==> src/rtl/sub_operand_sequencer.sv <==
// Operand sequencer for an external subtractor: captures a minuend and a
// subtrahend from switches on successive button presses, then registers the
// returned difference together with borrow and an absolute magnitude.
module sub_operand_sequencer #(
    parameter int DATA_WIDTH = 5
) (
    input  logic                  clk,
    input  logic                  rst,
    input  logic [DATA_WIDTH-1:0] data_in,
    input  logic                  load_btn,
    input  logic                  clear,
    output logic [DATA_WIDTH-1:0] a_out,
    output logic [DATA_WIDTH-1:0] b_out,
    input  logic [DATA_WIDTH-1:0] result_in,
    output logic [DATA_WIDTH-1:0] result_out,
    output logic                  borrow,
    output logic [DATA_WIDTH-1:0] magnitude,
    output logic                  valid,
    output logic [1:0]            state_out
);

    typedef enum logic [1:0] {
        IDLE   = 2'b00,
        HAVE_A = 2'b01,
        CALC   = 2'b10,
        DONE   = 2'b11
    } state_t;

    state_t state;
    state_t next_state;

    logic sync1;
    logic sync2;
    logic sync3;
    logic load_pulse;

    logic load_a;
    logic load_b;
    logic capture;
    logic drop_valid;

    // Absolute difference of two unsigned operands; never wraps.
    function automatic logic [DATA_WIDTH-1:0] abs_diff(
        input logic [DATA_WIDTH-1:0] x,
        input logic [DATA_WIDTH-1:0] y
    );
        if (y > x) begin
            return y - x;
        end
        return x - y;
    endfunction

    // Button synchronizer plus edge-detect delay flop; clear does not touch it.
    always_ff @(posedge clk or posedge rst) begin
        if (rst) begin
            sync1 <= 1'b0;
            sync2 <= 1'b0;
            sync3 <= 1'b0;
        end else begin
            sync1 <= load_btn;
            sync2 <= sync1;
            sync3 <= sync2;
        end
    end

    // One-cycle pulse per button rise; a held button yields a single pulse.
    assign load_pulse = sync2 & ~sync3;

    // FSM state register.
    always_ff @(posedge clk or posedge rst) begin
        if (rst) begin
            state <= IDLE;
        end else begin
            state <= next_state;
        end
    end

    // Next-state and datapath enables; clear overrides any pending pulse.
    always_comb begin
        next_state = state;
        load_a     = 1'b0;
        load_b     = 1'b0;
        capture    = 1'b0;
        drop_valid = 1'b0;
        if (clear) begin
            next_state = IDLE;
        end else begin
            unique case (state)
                IDLE: begin
                    if (load_pulse) begin
                        load_a     = 1'b1;
                        next_state = HAVE_A;
                    end
                end
                HAVE_A: begin
                    if (load_pulse) begin
                        load_b     = 1'b1;
                        next_state = CALC;
                    end
                end
                CALC: begin
                    // A pulse landing here is deliberately dropped.
                    capture    = 1'b1;
                    next_state = DONE;
                end
                DONE: begin
                    if (load_pulse) begin
                        load_a     = 1'b1;
                        drop_valid = 1'b1;
                        next_state = HAVE_A;
                    end
                end
                default: next_state = IDLE;
            endcase
        end
    end

    // Operand and result registers.
    always_ff @(posedge clk or posedge rst) begin
        if (rst) begin
            a_out      <= '0;
            b_out      <= '0;
            result_out <= '0;
            borrow     <= 1'b0;
            magnitude  <= '0;
            valid      <= 1'b0;
        end else if (clear) begin
            a_out      <= '0;
            b_out      <= '0;
            result_out <= '0;
            borrow     <= 1'b0;
            magnitude  <= '0;
            valid      <= 1'b0;
        end else begin
            if (load_a) begin
                a_out <= data_in;
            end
            if (load_b) begin
                b_out <= data_in;
            end
            if (drop_valid) begin
                valid <= 1'b0;
            end
            if (capture) begin
                result_out <= result_in;
                borrow     <= (b_out > a_out);
                magnitude  <= abs_diff(a_out, b_out);
                valid      <= 1'b1;
            end
        end
    end

    assign state_out = state;

endmodule

==> config.mk <==
export PLATFORM = sky130hd
export DESIGN_NAME = sub_operand_sequencer
export DESIGN_NICKNAME = d
export VERILOG_FILES = /design/src/rtl/sub_operand_sequencer.sv
export SDC_FILE = /design/constraint.sdc
export NUM_CORES = 1
export LEC_CHECK = 0
export ABC_AREA = 0
export BUFFER_PORTS_ARGS = -buffer_cell sky130_fd_sc_hd__clkbuf_2
export CORE_MARGIN = 8
export CORE_UTILIZATION = 45
export CTS_CLUSTER_SIZE = 14
export DETAILED_ROUTE_END_ITERATION = 10
export GPL_TIMING_DRIVEN = 0
export MAX_ROUTING_LAYER = met4
export PLACE_DENSITY_LB_ADDON = 0.1
export SYNTH_ARGS = -nofsm -noshare
export SYNTH_HDL_FRONTEND = slang
export SYNTH_SLANG_ARGS = --single-unit
export TNS_END_PERCENT = 5
==> constraint.sdc <==
create_clock -name clk -period 2.1 [get_ports clk]
set_clock_uncertainty 0.05 [all_clocks]
set_input_delay 0.315 -clock clk [delete_from_list [all_inputs] [get_ports clk]]
set_output_delay 0.315 -clock clk [all_outputs]
set_load 0.02 [all_outputs]
==> results of run 1 <==
## path summary, 6_finish.rpt
kind,depth (start not counted),slack (ns),end
setup / recovery,8,0.06,magnitude[1]$_DFFE_PP0P_
hold / removal,1,0.04,sync1$_DFF_PP0_
setup reg to reg,8,0.06,magnitude[1]$_DFFE_PP0P_
hold reg to reg,0,0.32,sync2$_DFF_PP0_
max in group asynchronous,2,1.17,a_out[1]$_DFFE_PP0P_
min in group asynchronous,2,0.15,result_out[4]$_DFFE_PP0P_
## sequential cells by signal, summed over array words and instances (netlist names), 2 cells and up
name / count
magnitude: 5
result_out: 5
state_out: 2
a_out: 5
b_out: 5
## worst reg2reg max path: cells and delay by family (launching register included)
| kind | cells | cell delay, ns |
|---|---|---|
| AO/OA/AOI/OAI | 4 | 0.68 |
| flip-flops | 1 | 0.41 |
| multiplexers | 1 | 0.31 |
| adder cells (fa/ha/maj) | 1 | 0.28 |
| buffers and inverters | 2 | 0.19 |
## final cells by class
type | instances | area [um^2]
fill | 332 | 1370
sequential | 27 | 678
buffer | 7 | 38.8
tap | 46 | 57.6
clock buffer | 4 | 26.3
timing repair buffer | 49 | 275
inverter | 14 | 52.6
multi-input combinational | 117 | 866
## logic make-up after synthesis
family                   after synthesis  share of synthesized area
AO/OA/AOI/OAI                         38                      0.163
adder cells (fa/ha/maj)               15                      0.127
buffers and inverters                 21                     0.0574
flip-flops                            27                      0.425
multiplexers                           7                     0.0441
AND/OR/NAND/NOR                       57                      0.183
## placed cells by master (no fill, tap or decap), types with 5 or more instances in the layout
cell type and count:
dfrtp_1 25, nand2_1 15, o21ai_1 6, clkbuf_1 5, inv_1 13, nand2b_1 10, a21oi_1 10, ha_1 10
mux2i_1 6, nand3_1 8, buf_4 13, nor2_1 15, clkbuf_2 37
## layer usage
metal	wire length (um)	share of wire
met1	1680	0.44
met2	2050	0.53
met3	106	0.027
met4	22	0.0057
met5	0	0
## power breakdown
group	internal, mW	total (mW)	switching, mW
clock network	0.0743	0.225	0.151
registers	0.623	0.706	0.0837
logic	0.463	1.11	0.648
total	1.16	2.04	0.883
## per-stage QoR
stage | TNS, ns | util | power, mW | cell area [um^2] | worst slack, ns
finish | 0 | 0.593 | 2.04 | 1990 | 0.0562
detailed placement | -0.0430 | 0.545 | 1.71 | 1830 | -0.0430
CTS | 0 | 0.561 | 1.96 | 1890 | 0.00777
global route | -0.0139 | 0.593 | 2.21 | 1990 | -0.00764
global placement | -0.00284 | 0.545 | 1.68 | 1830 | -0.00284
floorplan | 0 | - | 1.43 | 1590 | 0.0111
## what timing repair did
item / CTS / global route
setup buffers: 3 / 9
pin swaps: 0 / 2
setup endpoints to repair: 3 / 3
resized for setup: 2 / 11
endpoints found under the hold margin: 0 / 0
cloned: 0 / 0
==> flow_summary.yaml, run 1 <==
run_status:
  status: "finished, final reports clean"
clock_tree:
  cts_root_buffer: "clkbuf_4"
  clkSlewWorstSetupHoldPaths_ns: 0.14
  cts_hold_buf: 0
  ctsLongestPathBuffers: 2
  clk_latency_ns: 0.32
  cts_buffers: 3
  htree_levels: 1
  cts.sinks: 27
  cts_tree: "done"
placed_design:
  place_congestion: 0.864
  hpwlAfterDp_um: 2810
  portBuffers: 37
  post-place-cells: 248
die:
  ios: 38
  start_util: 0.473
  die_w_um: 75.4
  die_y_um: 75.4
  core_mm2: 0.00336
  die_area_mm2: 0.00569
  fp-row-count: 21
run:
  timing.max_cap.violations: 0
worst_setup_path:
  critical_path.top_delay_family: "compound AO/OA/AOI/OAI gates"
  critical-path-max-stage-delay_ns: 0.41
  cp_max_fo: 10
  crit_path_start_kind: "flip-flop"
  arrival_ns: 2.19
  cp-end-kind: "flip-flop"
  crit_slowest_cell: "dfrtp_1"
  cp_cell_sequence: "inv_1 > ha_1 > buf_6 > o21a_1 > o31ai_4 > a21oi_4 > mux2i_2 > a211oi_1"
  required_ns: 2.25
  cp_num_buf_inv: 2
  startpoint: "a_out[2]$_DFFE_PP0P_"
  reg2reg_from: "a_out[2]$_DFFE_PP0P_"
  critical_path_class: "reg -> reg"
min_path:
  hp-start: "load_btn"
  hold_path_class: "in -> reg"
power_and_ir_drop:
  leakage_nw: 0.968
  power.density_mw_per_mm2: 1020
  ir_drop_mv: 0.669
logic_synthesis:
  syn-num-nets: 194
  netlist_area_mm2: 0.00159
  synthTopCellsByCount: "dfrtp_1, nand2_1, nor2_1"
  ys_types: 33
  ys.flop_type: "dfrtp_1"
  synth_area_leaders: "dfrtp_1, ha_1, mux2i_1, nand2b_1, nand2_1"
  synth.avg_cell_area_um2: 9.64
  synth_cells: 165
  synthArstFlopShare: 1.00
  synth_top_area_frac: 0.425
  ys_seq_area_frac: 0.425
  synth-seq-cells: 27
  synth_most_common_cell: "dfrtp_1"
  synth_edf_count: 0
  yosysTopAreaCell: "dfrtp_1"
  ys_warn_count: 0
route:
  vias: 1320
  drtIter0Drc: 69
  ant_nets: 0
  routed_wl_um: 3860
  drc_errors: 0
  dr.pass1.iters: 4
  post_drt_wl_per_cell_um: 14.6
  avgViaCountPerCell: 5.00
sta:
  whs_ns: 0.0364
  fmax_mhz: 489
  setup-violations-final: 0
  period_needed_ns: 2.04
  worst_pin_slew_ns: 1.03
  max-slew-margin-rel: 0.314
  slew_viol_final: 0
  hold_violations: 0
  fin_crit_sh: 0.973
grt:
  track_usage: 0.150
  grt_max_degree: 28
  grtUsageMet1: 0.173
  grt_first_pass_wirelength_um: 6560
  antenna_found_initial: 0
  grtUsageMet2: 0.270
  grt_pass1_vias: 1481
  grt_overflow: 0
  grt_busiest_layer: "met2"
  met3_usage: 0.0184
final_layout:
  nets: 248
  final_cells: 264
  drive_gt1_frac: 0.330
  antenna_cells: 0
  area.growth.synth_to_final_pct: 25.4
No activity file was read; power rests on OpenSTA's default activity.
==> run 2, diff against run 1 <==
--- a/config.mk
+++ b/config.mk
@@ -8,7 +8,7 @@
 export ABC_AREA = 0
 export BUFFER_PORTS_ARGS = -buffer_cell sky130_fd_sc_hd__clkbuf_2
 export CORE_MARGIN = 8
-export CORE_UTILIZATION = 45
+export CORE_UTILIZATION = 53
 export CTS_CLUSTER_SIZE = 14
 export DETAILED_ROUTE_END_ITERATION = 10
 export GPL_TIMING_DRIVEN = 0
==> flow_summary.yaml, run 2 (synthesized netlist as in run 1, its figures left out) <==
sta:
  setup-violations-final: 0
  worst_pin_slew_ns: 1.01
  hold_violations: 0
  fin_crit_sh: 0.966
  fmax_mhz: 493
  period_needed_ns: 2.03
  fin_ws_ns: 0.0716
  max-slew-margin-rel: 0.325
  slew_viol_final: 0
run:
  timing.max_cap.violations: 0
clock_tree:
  cts_hold_buf: 0
  clk_latency_ns: 0.32
  ctsLongestPathBuffers: 2
  cts_buffers: 3
  cts_tree: "done"
  clkSlewWorstSetupHoldPaths_ns: 0.15
  htree_levels: 1
  cts.sinks: 27
  cts_root_buffer: "clkbuf_4"
route:
  drc_errors: 0
  routed_wl_um: 3640
  avgViaCountPerCell: 5.33
  ant_nets: 0
  post_drt_wl_per_cell_um: 14.9
  dr.pass1.iters: 4
  vias: 1306
  drtIter0Drc: 39
grt:
  grt_overflow: 0
  track_usage: 0.157
  grt_max_degree: 28
  grt_first_pass_wirelength_um: 6330
  grt_pass1_vias: 1386
  antenna_found_initial: 0
power_and_ir_drop:
  power.density_mw_per_mm2: 1050
  ir_drop_mv: 0.632
  totalPowerFinal_mw: 2.01
  leakage_nw: 0.940
worst_setup_path:
  reg2reg_from: "a_out[1]$_DFFE_PP0P_"
  r2r_cells: 7
  arrival_ns: 2.26
  cp_cell_sequence: "inv_2 > ha_1 > nor2b_4 > o21a_1 > or4b_1 > a21boi_1 > a211o_1"
  crit_path_start_kind: "flip-flop"
  critical-path-max-stage-delay_ns: 0.50
  required_ns: 2.33
  cp-end-kind: "flip-flop"
  cp_max_fo: 4
  critical_path_class: "reg -> reg"
  timing.rr.end: "magnitude[3]$_DFFE_PP0P_"
  crit_slowest_cell: "or4b_1"
  r2r_slack_ns: 0.07
min_path:
  hp-start: "load_btn"
  hold_path_class: "in -> reg"
  hold_end: "sync1$_DFF_PP0_"
  hold_depth: 1
die:
  fp-row-count: 20
  die_area_mm2: 0.00501
  ios: 38
  core_mm2: 0.00295
  start_util: 0.539
  die_w_um: 70.8
  die_y_um: 70.8
placed_design:
  portBuffers: 37
  postPlaceCellArea_mm2: 0.00182
  dp_slack_ns: -0.0924
  hpwlAfterDp_um: 2780
  place_congestion: 0.829
final_layout:
  layout_commonest_cell: "clkbuf_2"
  post-route-cell-area_mm2: 0.00192
  antenna_cells: 0
  fill_cells: 247
  final_core_util: 0.649
  final_cell_mix: "clkbuf_2, dfrtp_1, nand2_1, nor2_1, inv_1"
  area.growth.synth_to_final_pct: 20.5
  nets: 242
  drive_gt1_frac: 0.302
run_status:
  status: "finished, final reports clean"
## run 2: repair_timing
| action | CTS | global route |
|---|---|---|
| pin swaps | 0 | 1 |
| setup endpoints to repair | 3 | 3 |
| gates resized for setup | 3 | 6 |
| setup buffers | 2 | 4 |
| hold endpoints to repair | 0 | 0 |
## run 2: area by class of cell
cell class | instances | area, um^2 | share of cell area
plain buffers | 7 | 38.8 | 0.0202
clock buffers | 3 | 22.5 | 0.0117
inverters | 14 | 52.6 | 0.0274
well taps | 33 | 41.3 | 0.0215
flip-flops and latches | 27 | 677 | 0.353
multi-input cells | 117 | 850 | 0.443
clock inverters | 1 | 5.00 | 0.00261
repair buffers | 43 | 230 | 0.120
## run 2: critical path: cells and delay by family (launching register included)
family,cells,cell delay [ns]
and+or+nand+nor,2,0.65
AOI/OAI and AO/OA,3,0.46
DFF,1,0.43
adders and majority gates,1,0.33
buffers and inverters,1,0.06
## run 2: worst max path at each step
stage,from,to,slack [ns],cells after the start
6_report,a_out[1]$_DFFE_PP0P_,magnitude[3]$_DFFE_PP0P_,0.07,7
5_1_grt,a_out[3]$_DFFE_PP0P_,magnitude[3]$_DFFE_PP0P_,-0.003,8
4_1_cts,a_out[1]$_DFFE_PP0P_,magnitude[3]$_DFFE_PP0P_,0.007,7
3_5_place_dp,a_out[1]$_DFFE_PP0P_,magnitude[4]$_DFFE_PP0P_,-0.09,7
3_3_place_gp,a_out[1]$_DFFE_PP0P_,magnitude[4]$_DFFE_PP0P_,0.009,7
2_1_floorplan,a_out[1]$_DFFE_PP0P_,magnitude[3]$_DFFE_PP0P_,0.01,7
## run 2: metal layers
metal,wire [um],share of wire,GRT usage,up-vias
met4,19,0.0052,0.0462,0
met2,1820,0.50,0.269,24
met3,108,0.030,0.0268,2
li1,-,-,-,650
met1,1690,0.46,0.184,630
met5,0,0,-,-
## run 2: through the flow
step / std cells / hold slack [ns] / setup TNS (ns)
detailed placement: 235 / 0.291 / -0.121
floorplan: 165 / 0.281 / 0
global route: 245 / 0.0175 / -0.00301
CTS: 241 / 0.0231 / 0
finish: 245 / 0.0395 / 0
global placement: 235 / 0.286 / 0
## run 2: power by group
part | leakage, nW | total, mW | internal, mW | switching (mW)
Combinational | 0.565 | 1.08 | 0.444 | 0.636
Clock | 0.0177 | 0.225 | 0.0714 | 0.154
Sequential | 0.357 | 0.710 | 0.622 | 0.0877
Total | 0.940 | 2.01 | 1.14 | 0.877
==> run 3, diff against run 2 <==
--- a/config.mk
+++ b/config.mk
@@ -7,8 +7,8 @@
 export LEC_CHECK = 0
 export ABC_AREA = 0
 export BUFFER_PORTS_ARGS = -buffer_cell sky130_fd_sc_hd__clkbuf_2
-export CORE_MARGIN = 8
 export CORE_UTILIZATION = 53
+export CTS_CLUSTER_DIAMETER = 200
 export CTS_CLUSTER_SIZE = 14
 export DETAILED_ROUTE_END_ITERATION = 10
 export GPL_TIMING_DRIVEN = 0
==> flow_summary.yaml, run 3 (synthesized netlist as in run 1, its figures left out) <==
route:
  post_drt_wl_per_cell_um: 14.3
  drc_errors: 2
  dr.pass1.iters: 7
  vias: 1366
  avgViaCountPerCell: 5.62
  ant_nets: 0
  routed_wl_um: 3480
  drtIter0Drc: 33
sta:
  fin_crit_sh: 0.972
  fin_ws_ns: 0.0582
  period_needed_ns: 2.04
  hold_violations: 0
  worst_pin_slew_ns: 1.02
  rsz0062_at_grt: "true"
  fmax_mhz: 490
  setup-violations-final: 0
  max-slew-margin-rel: 0.316
  slew_viol_final: 0
power_and_ir_drop:
  p_comb_frac: 0.530
  power_frac_seq: 0.351
  switching_share: 0.436
  totalPowerFinal_mw: 2.04
  power.switching_uw: 889
  p_clk_frac: 0.119
  leakage_nw: 0.938
  p_int_mw: 1.15
  power.density_mw_per_mm2: 1060
  ir_drop_mv: 0.725
worst_setup_path:
  critical_path_class: "reg -> reg"
  cp_max_fo: 5
  required_ns: 2.33
  timing.rr.end: "magnitude[3]$_DFFE_PP0P_"
  reg2reg_from: "b_out[1]$_DFFE_PP0P_"
  arrival_ns: 2.27
  r2r_slack_ns: 0.06
  r2r_cells: 6
  cp-end-kind: "flip-flop"
  crit_path_start_kind: "flip-flop"
die:
  die_w_um: 56.8
  die_area_mm2: 0.00322
  fp-row-count: 19
  start_util: 0.567
  ios: 38
  die_y_um: 56.8
  core_mm2: 0.00281
final_layout:
  final_core_util: 0.686
  area.growth.synth_to_final_pct: 21.1
  drive_gt1_frac: 0.302
  layout_commonest_cell: "clkbuf_2"
  antenna_cells: 0
  fill_cells: 241
  final_cell_mix: "clkbuf_2, dfrtp_1, nand2_1, nor2_1, inv_1"
  nets: 242
grt:
  grt_pass1_vias: 1403
  antenna_found_initial: 0
  grt_max_degree: 28
  grt_first_pass_wirelength_um: 5950
  grt_overflow: 0
  track_usage: 0.247
clock_tree:
  htree_levels: 1
  cts_tree: "done"
  ctsLongestPathBuffers: 2
  cts.sinks: 27
  cts_root_buffer: "clkbuf_4"
  cts_buffers: 3
  clkSlewWorstSetupHoldPaths_ns: 0.16
  clk_latency_ns: 0.33
min_path:
  hold_path_class: "in -> async"
placed_design:
  portBuffers: 37
  place_congestion: 0.802
  dp_slack_ns: -0.0215
  hpwlAfterDp_um: 2600
run:
  timing.max_cap.violations: 0
run_status:
  status: "finished with violations"
  violations: "design-rule violations"
-- run 3: worst max-delay path by stage --
stage / startpoint / end / depth (start not counted)
2_1_floorplan: a_out[1]$_DFFE_PP0P_ / magnitude[3]$_DFFE_PP0P_ / 7
5_1_grt: a_out[2]$_DFFE_PP0P_ / magnitude[4]$_DFFE_PP0P_ / 9
4_1_cts: b_out[0]$_DFFE_PP0P_ / magnitude[4]$_DFFE_PP0P_ / 8
3_5_place_dp: b_out[0]$_DFFE_PP0P_ / magnitude[4]$_DFFE_PP0P_ / 8
3_3_place_gp: a_out[1]$_DFFE_PP0P_ / magnitude[4]$_DFFE_PP0P_ / 7
6_report: b_out[1]$_DFFE_PP0P_ / magnitude[3]$_DFFE_PP0P_ / 6
-- run 3: repair_timing --
action | in CTS | in global routing
endpoints found under the setup margin | 3 | 3
pin swaps | 0 | 2
endpoints found under the hold margin | 0 | 1
hold buffers | 0 | 1
buffers inserted | 2 | 3
resized for setup | 3 | 10
-- run 3: final cells by class --
type | instances | area [um^2] | area share
Sequential cell | 27 | 678 | 0.352
Buffer | 7 | 38.8 | 0.0201
Tap cell | 31 | 38.8 | 0.0201
Inverter | 14 | 52.6 | 0.0273
Clock buffer | 3 | 22.5 | 0.0117
Multi-Input combinational cell | 117 | 850 | 0.441
Clock inverter | 1 | 8.76 | 0.00455
Timing Repair Buffer | 43 | 236 | 0.123
-- run 3: worst max-delay path: stages (launching register included) --
cell	delay (ns)
dfrtp_2	0.49
ha_1	0.33
nor2b_4	0.15
o21a_1	0.19
or4b_1	0.50
a21boi_1	0.16
a211o_1	0.11
-- run 3: per-layer routing --
| layer | track usage | up-vias | share of wire |
|---|---|---|---|
| met3 | 0.0323 | 6 | 0.049 |
| li1 | - | 648 | - |
| met4 | 0.0976 | 0 | 0.014 |
| met5 | - | - | 0 |
| met2 | 0.446 | 45 | 0.51 |
| met1 | 0.275 | 667 | 0.42 |
-- run 3: power groups by stage --
stage / registers, mW / clock network (mW) / logic, mW
2_1_floorplan: 0.834 / 0 / 0.601
6_report: 0.716 / 0.243 / 1.08
5_1_grt: 0.727 / 0.269 / 1.19
3_3_place_gp: 0.715 / 0 / 0.943
3_5_place_dp: 0.725 / 0 / 0.982
4_1_cts: 0.713 / 0.253 / 1.00
-- run 3: stage by stage --
step           cells  area, um^2  setup TNS, ns  hold slack [ns]
2_1_floorplan    165        1590              0            0.281
3_3_place_gp     233        1810              0            0.286
3_5_place_dp     233        1810        -0.0215            0.290
4_1_cts          239        1870              0          0.00384
5_1_grt          243        1930        -0.0523            0.134
6_report         243        1930              0            0.131
